<file path="src/rtl/cpu_seq_pkg.sv">
// Shared constants for the multi-cycle stage sequencer.
// The state encoding is chosen so that bits [4:0] of the state register
// are exactly the one-hot stage enables {wb,mem,ex,id,if}. Bit 5 marks HALT.
// IDLE is all zeros, so the stage enables fall straight out of the state register.
package cpu_seq_pkg;

  // Stage index constants, matching the stage_en bit order
  localparam int STG_IF  = 0;
  localparam int STG_ID  = 1;
  localparam int STG_EX  = 2;
  localparam int STG_MEM = 3;
  localparam int STG_WB  = 4;

  localparam int STG_N    = 5;
  localparam int HALT_BIT = 5;
  localparam int STATE_W  = 6;

  // State encoding: low five bits are the stage enables themselves
  localparam logic [STATE_W-1:0] IDLE = 6'b000000;
  localparam logic [STATE_W-1:0] IF   = 6'b000001;
  localparam logic [STATE_W-1:0] ID   = 6'b000010;
  localparam logic [STATE_W-1:0] EX   = 6'b000100;
  localparam logic [STATE_W-1:0] MEM  = 6'b001000;
  localparam logic [STATE_W-1:0] WB   = 6'b010000;
  localparam logic [STATE_W-1:0] HALT = 6'b100000;

endpackage

</file>
<file path="src/rtl/seq_retire_counter.sv">
// Retired-instruction counter. Increments by one on each inc cycle and
// wraps naturally at 2^CNT_W. Cleared by the synchronous reset.
module seq_retire_counter #(
  parameter int CNT_W = 32
) (
  input  logic             clk,
  input  logic             rst,
  input  logic             inc,
  output logic [CNT_W-1:0] count
);

  localparam logic [CNT_W-1:0] ONE = {{(CNT_W-1){1'b0}}, 1'b1};

  logic [CNT_W-1:0] count_q;

  // Count register: cleared on reset, bumped on each retirement
  always_ff @(posedge clk) begin
    if (rst) begin
      count_q <= '0;
    end else if (inc) begin
      count_q <= count_q + ONE;
    end
  end

  assign count = count_q;

endmodule

</file>
<file path="src/rtl/stage_sequencer.sv">
// Multi-cycle stage controller: walks IF/ID/EX/MEM/WB as one-hot stage
// enables, stalls IF/MEM on the memory-ready handshakes, skips MEM/WB when
// the decoder says they are unused, counts retirements and halts on request.
// Optional feature macro: SEQ_SINGLE_STEP_EN adds the step port, which runs
// one instruction from IDLE while run is low.
module stage_sequencer
  import cpu_seq_pkg::*;
#(
  parameter int CNT_W    = 32,
  parameter int SKIP_MEM = 1
) (
  input  logic             clk,
  input  logic             rst,
  input  logic             run,
`ifdef SEQ_SINGLE_STEP_EN
  input  logic             step,
`endif
  input  logic             imem_ready,
  input  logic             dmem_ready,
  input  logic             need_mem,
  input  logic             need_wb,
  input  logic             halt_req,
  output logic [4:0]       stage_en,
  output logic             instr_done,
  output logic             halted,
  output logic [CNT_W-1:0] retired
);

  logic [STATE_W-1:0] state_q, state_d;
  logic               need_mem_q, need_mem_d;
  logic               need_wb_q, need_wb_d;
  logic               retire;
  logic               start;
  logic               visit_mem;

  // A step only matters in IDLE; elsewhere the state machine never looks at start
`ifdef SEQ_SINGLE_STEP_EN
  assign start = run | step;
`else
  assign start = run;
`endif

  // With SKIP_MEM=0 every instruction passes through MEM
  assign visit_mem = need_mem_q | (SKIP_MEM == 0);

  // Next-state logic; retire marks the final stage's fire cycle
  always_comb begin
    state_d    = state_q;
    need_mem_d = need_mem_q;
    need_wb_d  = need_wb_q;
    retire     = 1'b0;
    case (state_q)
      IDLE: begin
        if (start) state_d = IF;
      end
      IF: begin
        if (imem_ready) state_d = ID;
      end
      ID: begin
        need_mem_d = need_mem;
        need_wb_d  = need_wb;
        state_d    = halt_req ? HALT : EX;
      end
      EX: begin
        if (visit_mem)      state_d = MEM;
        else if (need_wb_q) state_d = WB;
        else                retire  = 1'b1;
      end
      MEM: begin
        if (dmem_ready) begin
          if (need_wb_q) state_d = WB;
          else           retire  = 1'b1;
        end
      end
      WB: begin
        retire = 1'b1;
      end
      HALT: begin
        state_d = HALT;
      end
      default: begin
        state_d = IDLE;
      end
    endcase
    // Retirement decides between fetching again and going idle
    if (retire) state_d = run ? IF : IDLE;
  end

  // State and decoder-flag registers
  always_ff @(posedge clk) begin
    if (rst) begin
      state_q    <= IDLE;
      need_mem_q <= 1'b0;
      need_wb_q  <= 1'b0;
    end else begin
      state_q    <= state_d;
      need_mem_q <= need_mem_d;
      need_wb_q  <= need_wb_d;
    end
  end

  // Moore outputs straight from the state register
  assign stage_en   = state_q[STG_WB:STG_IF];
  assign halted     = state_q[HALT_BIT];
  assign instr_done = retire;

  seq_retire_counter #(
    .CNT_W(CNT_W)
  ) u_retire_counter (
    .clk  (clk),
    .rst  (rst),
    .inc  (retire),
    .count(retired)
  );

endmodule

</file>
<file path="config.mk">
export PLATFORM = sky130hd
export DESIGN_NAME = stage_sequencer
export DESIGN_NICKNAME = d
export VERILOG_FILES = /design/src/rtl/cpu_seq_pkg.sv /design/src/rtl/seq_retire_counter.sv /design/src/rtl/stage_sequencer.sv
export SDC_FILE = /design/constraint.sdc
export NUM_CORES = 1
export LEC_CHECK = 0
export CAP_MARGIN = 20
export CORE_UTILIZATION = 60
export CTS_CLUSTER_SIZE = 12
export DETAILED_ROUTE_END_ITERATION = 8
export DONT_BUFFER_PORTS = 1
export PLACE_DENSITY = 0.76
export SLEW_MARGIN = 30
export SYNTH_ARGS = -nofsm -noshare
export SYNTH_HDL_FRONTEND = slang
export SYNTH_SLANG_ARGS = --single-unit
</file>
<file path="constraint.sdc">
create_clock -name clk -period 4.3 [get_ports clk]
set_input_delay 0.86 -clock clk [delete_from_list [all_inputs] [get_ports clk]]
set_output_delay 0.86 -clock clk [all_outputs]
set_load 0.05 [all_outputs]
</file>
Word level (Yosys, flattened, before mapping)
Index checks and enable logic that the tools add are counted.
Storage, ports and cells
  output and inout port bits: 39
  word-level logic and storage cells: 30
  register bits after elaboration: 40
Operators by class
  eq/ne operators: 10
  add/subtract/negate cells: 1
  mux-type cells: 13
  reductions and logical operators: 2
Operator list (number)
  $mux 6: 7
  $pmux 6 s7: 1
  $add 32x1->32 const B: 1
  $ne 3x3->1 const B: 3
  $eq 6x1->1 const B: 1
  $eq 6x2->1 const B: 1
  $eq 6x3->1 const B: 1
  $eq 6x4->1 const B: 1
  $eq 6x5->1 const B: 1
  $eq 6x6->1 const B: 1
  $logic_not 6->1: 1
  $mux 1: 4
  $reduce_and 4->1: 1
  $pmux 1 s3: 1
  $ne 2x2->1 const B: 1

Depth between registers and ports, before layout
Gate-level depths: netlist (run 1).
  word-level depth: 5
  depth in mapped cells: 8
  depth with buffers taken out: 5

Hierarchy
From an unflattened synthesis (run 1), not the netlist that was laid out.
Second synthesis, totals
  cells, all modules: 225
  area, all modules: 1954.4 sq um
Modules (own cells, without submodules)
  seq_retire_counter: area each 1564.0 sq um, instances 1, cells an instance 181, sequential area each 640.6 sq um
  stage_sequencer: area each 390.4 sq um, instances 1, cells an instance 44, sequential area each 160.2 sq um

Least setup slack after synthesis (run 1)
Ideal clock, no wire load.
  kind: register to output
  from: register state_q[2]
  to: output instr_done
  buffers on the path: 2
  setup slack: 1439 ps
  cell stages (with the launch flop): 6
  arrival time: 2001 ps
  cell sequence: dfxtp_1 > or3b_2 > a211oi_2 > buf_6 > or2_1 > buf_2
Between the ends
  cells in the longest elaborated chain, start to end: 2
  elaborated cells between the ends (all ways): 4
RTL lines
  start, declared: RTL line stage_sequencer.sv:29  | logic [STATE_W-1:0] state_q, state_d;
  start signal, assigned: RTL line stage_sequencer.sv:96  | state_q <= state_d;
  $eq 6x5->1, or another cell as far along: RTL line stage_sequencer.sv:52  | case (state_q)
  $pmux 1 s3 *: RTL line stage_sequencer.sv:52
  end, declared: RTL line stage_sequencer.sv:24  | output logic instr_done,
Mark *: on every way between the ends. The rest lies on a longest branch, timed or not.

Worst setup path after layout (run 1)
Same ends and word-level chain as after synthesis.

==> results of run 1 <==
-- cells in the mapped netlist --
cell type and count:
dfxtp_1 40, nor2_1 28, xor2_1 18, a21oi_1 14, o21ai_0 11, o2111ai_1 10, or3_1 10, nand2_1 9
and3_1 7, clkbuf_1 6, nand3_1 6, nor3_1 6, buf_2 5, inv_1 5, nand4_1 5, o211ai_1 5
mux2i_1 4, nor4_1 3, and2_1 2, o21ai_1 2, xnor2_1 2, a2111oi_0 1, a211oi_1 1, a211oi_2 1
a221oi_1 1, a31oi_1 1, and3b_1 1, and4b_1 1, buf_6 1, ha_1 1, nand3b_1 1, nor3b_1 1
nor4_2 1, nor4_4 1, nor4b_1 1, o2111ai_2 1, o211ai_4 1, o31ai_1 1, or2_1 1, or3b_2 1
or4_1 1, or4_4 1
-- final cells by class --
type,instances,area share (%)
Timing Repair Buffer,2,0.7472
Clock buffer,6,2.553
Multi-Input combinational cell,162,52.68
Clock inverter,2,0.4981
Tap cell,44,2.740
Sequential cell,40,39.85
Inverter,5,0.9340
-- logic make-up (layout without fill, tap and decap cells) --
group	Yosys count	count (layout)	share of synthesized area [%]
muxes	4	4	2.073
DFF	40	40	41.45
adders and majority gates	1	1	0.6476
and+or+nand+nor	87	87	24.74
buffers and inverters	17	15	4.015
xor gates and xnor gates	20	20	9.067
AOI/OAI and AO/OA	50	50	18.01
-- worst max-delay path, cell delays in order (launching register included) --
cell and delay [ps]:
dfxtp_1 780, or3b_2 530, a211oi_2 240, buf_4 300, or2_1 550
-- sequential cells by signal (all words and copies together) (netlist names) --
register / flops
need_mem_q: 1
need_wb_q: 1
state_q: 6
u_retire_counter.count: 32
-- how the worst max path moves through the flow --
| stage | from | slack (ps) | to |
|---|---|---|---|
| floorplan | state_q[2]$_SDFFE_PP0P_ | 1440 | instr_done |
| global placement | state_q[2]$_SDFFE_PP0P_ | 1210 | instr_done |
| detailed placement | state_q[2]$_SDFFE_PP0P_ | 1110 | instr_done |
| CTS | state_q[2]$_SDFFE_PP0P_ | 710 | instr_done |
| global route | state_q[2]$_SDFFE_PP0P_ | 600 | instr_done |
| finish | state_q[2]$_SDFFE_PP0P_ | 710 | instr_done |
-- metrics by stage --
| step | utilization (%) | power [mW] |
|---|---|---|
| final | 65.82 | 0.6586 |
| after global routing | 65.82 | 0.6865 |
| after CTS | 65.82 | 0.6637 |
| after detailed placement | 63.81 | 0.4704 |
| after global placement | 63.81 | 0.4667 |
| after floorplan | - | 0.4637 |
-- where the power goes --
part	switching, mW	leakage, nW	total [mW]	internal [mW]
clock	0.118	0.0380	0.196	0.0779
sequential	0.0307	0.322	0.408	0.377
combinational	0.0290	0.310	0.0545	0.0255
total	0.178	0.671	0.659	0.481
-- per-layer routing --
metal	share of wire, %	vias to the layer above
li1	-	796
met1	44	768
met2	48	54
met3	6.3	10
met4	1.8	0
met5	0	-
==> metrics.txt, run 1 <==
status=finished clean; GPL Wtd Cong=0.8305; Fillers=263; max-slew violation total from the final report=0; global-route track usage on met1=27.80%; Die Span Y=58.74 um; WL/cell=15.10 um; dpl hpwl=2788 um; area leader, netlist=dfxtp_1; # DRC=0; Ports=47; DR vias=1628; largest net degree at the start of global routing=41; Hold Path Class=flip-flop to flip-flop; skew final=5.232 ps; # rows=20; final hold violation count=0; final cycle utilization of the critical path=83.46%; Worst R2R Start=state_q[2]$_SDFFE_PP0P_; Ys Warns=0; Reg2Reg Depth=6; Post-Syn Area=1932 um2; static leakage=0.6707 nW; power per cell area=327.7 nW/um2; Post-CTS Setup Bufs=0; first-pass GRT wire length=6361 um; vias in the first global route=1478; hold endpoint=need_mem_q$_SDFFE_PP0N_; met3 usage=6.593%; Post-Syn Area per Cell=8.821 um2; Multi-input gate area=1059 um2; TritonCTS buffer count=5; setup tns final=0 ps; DR iter-0 viols=123; Antenna Cells=0; CTS Root Cell=clkbuf_4; Area contributors post-synth=dfxtp_1 (41%), xor2_1 (8.2%), nor2_1 (5.4%), o2111ai_1 (4.5%), a21oi_1 (3.6%); Skew-Pair Late Insertion Delay=340 ps; Yosys top cell area share=41.45%; HP Start=need_mem_q$_SDFFE_PP0N_; R2R Path End=u_retire_counter.count[28]$_SDFFE_PP0P_; Net count, final=225; Final Instance Area=2009 um2; H-tree depth=2; worst slack at placement=1108 ps; CP required=3440 ps; Layout Cells excl Fill=261; critical path class=flip-flop to output port; final setup violation count=0; crit path time final=3589 ps; number of antenna-violating nets in the routed design=0; Reg clk slew, reported paths=110 ps; FMAX=0.2787 GHz; 1st-pass router iterations=4; sequential cell area=800.8 um2; Area Overhead vs Synth=4.016%; initial antenna violation count=0; dpl cell area=1948 um2; Slew Limit Headroom=50.08%; Fin Hold WS=544.2 ps; GRT met2 Usage=41.23%; CTS Sinks=40; die area=3450 um2; dpl cells=253; CTS Hold Bufs=0; WL final=3940 um; worst vdd ir=0.1970 mV; port bufs=0; core box area=3053 um2; share of layout cells above drive strength 1=8.295%; gr ovfl total=0; cts repair resizes=0; DIE WIDTH=58.74 um; Seq cells post-synth=40; pin slew with the least headroom to its limit=748.0 ps; unrepaired setup endpoints after global routing=false; sequential-to-total area share from yosys stat=41.45%; WP data arrival=2730 ps; commonest cells after routing, fill and taps aside=dfxtp_1 (40), nor2_1 (28), xor2_1 (18); vias per cell=6.238; Distinct cells, synth=42; commonest non-fill, non-tap cell in the layout=dfxtp_1; GRT Overall Usage=24.08%; Max clock buf depth=2; crit-path max FO=20; type of origin of the critical path=flip-flop; Hold Path Depth=2; Syn Nets=228; Initial Utilization=63.28%; R2R Setup Slk=1360 ps; TritonCTS clock tree=built; maxcap violations=0; GRT busiest layer=met2; Final Worst Setup Slack=711.4 ps; CP endpoint kind=output port; Cells after Synth=219
No activity file was read; power rests on OpenSTA's default activity.
==> run 2, diff against run 1 <==
- CORE_UTILIZATION: 60 -> 56
- PLACE_DENSITY: 0.76 -> 0.74
- clock period: 4.3 -> 3.02 ns (I/O delays scaled with it)
==> metrics.txt, run 2 (same netlist as run 1, synthesis figures left out) <==
status=finished clean (unchanged); CP max stage delay=600 ps (was 780 ps); Clk pwr share=36.9% (was 29.8%); CTS Root Cell=clkbuf_4 (unchanged); type of origin of the critical path=flip-flop (unchanged); CTS Sinks=40 (unchanged); initial antenna violation count=0 (unchanged); setup tns final=0 ps (unchanged); vias in the first global route=1513 (was 1478); CP endpoint kind=output port (unchanged); cts repair resizes=0 (unchanged); share of total power in combinational logic=11.4% (was 8.3%); GPL Wtd Cong=0.9082 (was 0.8305); commonest cells after routing, fill and taps aside=dfxtp_1 (40), nor2_1 (28), buf_4 (24) (was dfxtp_1 (40), nor2_1 (28), xor2_1 (18)); Largest register FFs=32 (unchanged); NetSw=261.4 uW (was 177.9 uW); # DRC=0 (unchanged); sw frac=24.53% (was 27.01%); Die Span Y=60.74 um (was 58.74 um); Slew Limit Headroom=54.58% (was 50.08%); TritonCTS clock tree=built (unchanged); crit-path cells=or4_4, a211oi_2, or2_1 (was or3b_2, a211oi_2, buf_4, or2_1); worst path bufs/invs=0 (was 1); DIE WIDTH=60.74 um (was 58.74 um); Internal Power=803.9 uW (was 480.7 uW); crit-path max FO=3 (was 20); GRT met2 Usage=42.54% (was 41.23%); die area=3689 um2 (was 3450 um2); Ports=47 (unchanged); critical path's slowest cell=or4_4 (was dfxtp_1); core box area=3153 um2 (was 3053 um2); WL final=4313 um (was 3940 um); top cell family by delay on the critical path=simple AND/OR/NAND/NOR gates (unchanged); Fin Hold WS=307.7 ps (was 544.2 ps); power per cell area=482.4 nW/um2 (was 327.7 nW/um2); worst vdd ir=0.3131 mV (was 0.1970 mV); # rows=20 (unchanged); commonest non-fill, non-tap cell in the layout=dfxtp_1 (unchanged); final hold violation count=0 (unchanged); crit path from=state_q[4]$_SDFFE_PP0P_ (was state_q[2]$_SDFFE_PP0P_); unrepaired setup endpoints after global routing=false (unchanged); max-slew violation total from the final report=0 (unchanged); share of layout cells above drive strength 1=16.74% (was 8.295%); GRT Overall Usage=25.32% (was 24.08%); largest net degree at the start of global routing=41 (unchanged); Sequential Power Share=51.7% (was 61.9%); pin slew with the least headroom to its limit=680.7 ps (was 748.0 ps); H-tree depth=2 (unchanged); GRT busiest layer=met2 (unchanged); TritonCTS buffer count=5 (unchanged); Skew-Pair Late Insertion Delay=350 ps (was 340 ps); DR iter-0 viols=174 (was 123); met3 usage=5.970% (was 6.593%); maxcap violations=0 (unchanged); vias per cell=6.021 (was 6.238); port bufs=0 (unchanged); static leakage=0.8038 nW (was 0.6707 nW); Worst R2R Start=u_retire_counter.count[5]$_SDFFE_PP0P_ (was state_q[2]$_SDFFE_PP0P_); gr ovfl total=0 (unchanged); CP required=2420 ps (was 3440 ps); critical path class=flip-flop to output port (unchanged); HP Start=halt_req (was need_mem_q$_SDFFE_PP0N_); crit path time final=2877 ps; WP data arrival=2270 ps (was 2730 ps); Area Overhead vs Synth=14.31% (was 4.016%); final setup violation count=0 (unchanged); first-pass GRT wire length=6913 um (was 6361 um); FMAX=0.3476 GHz; skew final=16.91 ps (was 5.232 ps); DR vias=1704 (was 1628); Reg clk slew, reported paths=120 ps (was 110 ps); Post-CTS Setup Bufs=0 (unchanged); Initial Utilization=61.27% (was 63.28%); Max clock buf depth=2 (unchanged); Hold Path Class=primary input to flip-flop (was flip-flop to flip-flop); dpl hpwl=3044 um (was 2788 um); global-route track usage on met1=31.16% (was 27.80%); CTS Hold Bufs=0 (unchanged); Antenna Cells=0 (unchanged); final cycle utilization of the critical path=95.26%; Net count, final=247 (was 225); number of antenna-violating nets in the routed design=0 (unchanged); WL/cell=15.24 um (was 15.10 um); 1st-pass router iterations=4 (unchanged)
run 2: cell types whose count changed in the layout (fill, tap and decap cells not counted):
cell,previous run,this run
buf_4,2,24
clkinv_2,2,0
clkbuf_8,1,2
bufinv_16,0,1
run 2: worst register-to-register path, stage by stage, from the launching register on:
cell,delay (ps)
dfxtp_1,350
buf_4,220
nand4_1,350
nor4_4,550
o2111ai_1,450
or3_1,450
a21oi_1,170
run 2: stage by stage:
step	utilization [%]	area, um2	cells	power (mW)	worst slack [ps]
3_3_place_gp	67.02	2113	275	0.6755	569.4
6_report	70.04	2208	283	1.065	143.1
3_5_place_dp	67.02	2113	275	0.6817	519.6
2_1_floorplan	-	1932	219	0.6602	415.5
4_1_cts	70.04	2208	283	1.070	131.5
5_1_grt	70.04	2208	283	1.105	86.43
run 2: final timing paths:
kind | to | slack (ps) | cells past startpoint
setup / recovery | instr_done | 140 | 3
hold / removal | state_q[2]$_SDFFE_PP0P_ | 310 | 1
setup reg to reg | u_retire_counter.count[26]$_SDFFE_PP0P_ | 420 | 6
hold reg to reg | need_mem_q$_SDFFE_PP0N_ | 540 | 2
run 2: cell type report:
| cell class | count | area, um2 |
|---|---|---|
| Timing Repair Buffer | 24 | 180.2 |
| Clock buffer | 7 | 65.06 |
| Multi-Input combinational cell | 162 | 1059 |
| Tap cell | 44 | 55.05 |
| Inverter | 5 | 18.77 |
| Fill cell | 261 | 944.7 |
| Clock inverter | 1 | 30.03 |
| Sequential cell | 40 | 800.8 |
run 2: power groups by stage:
stage / sequential [mW] / combinational (mW) / clock, mW
global route: 0.553 / 0.130 / 0.423
detailed placement: 0.563 / 0.119 / 0
finish: 0.551 / 0.121 / 0.393
floorplan: 0.587 / 0.0731 / 0
global placement: 0.561 / 0.115 / 0
CTS: 0.550 / 0.119 / 0.401
run 2: routing by layer:
layer,wire length [um],up-vias
met3,275,6
met2,2110,61
met5,0,-
li1,-,844
met4,41,0
met1,1885,793
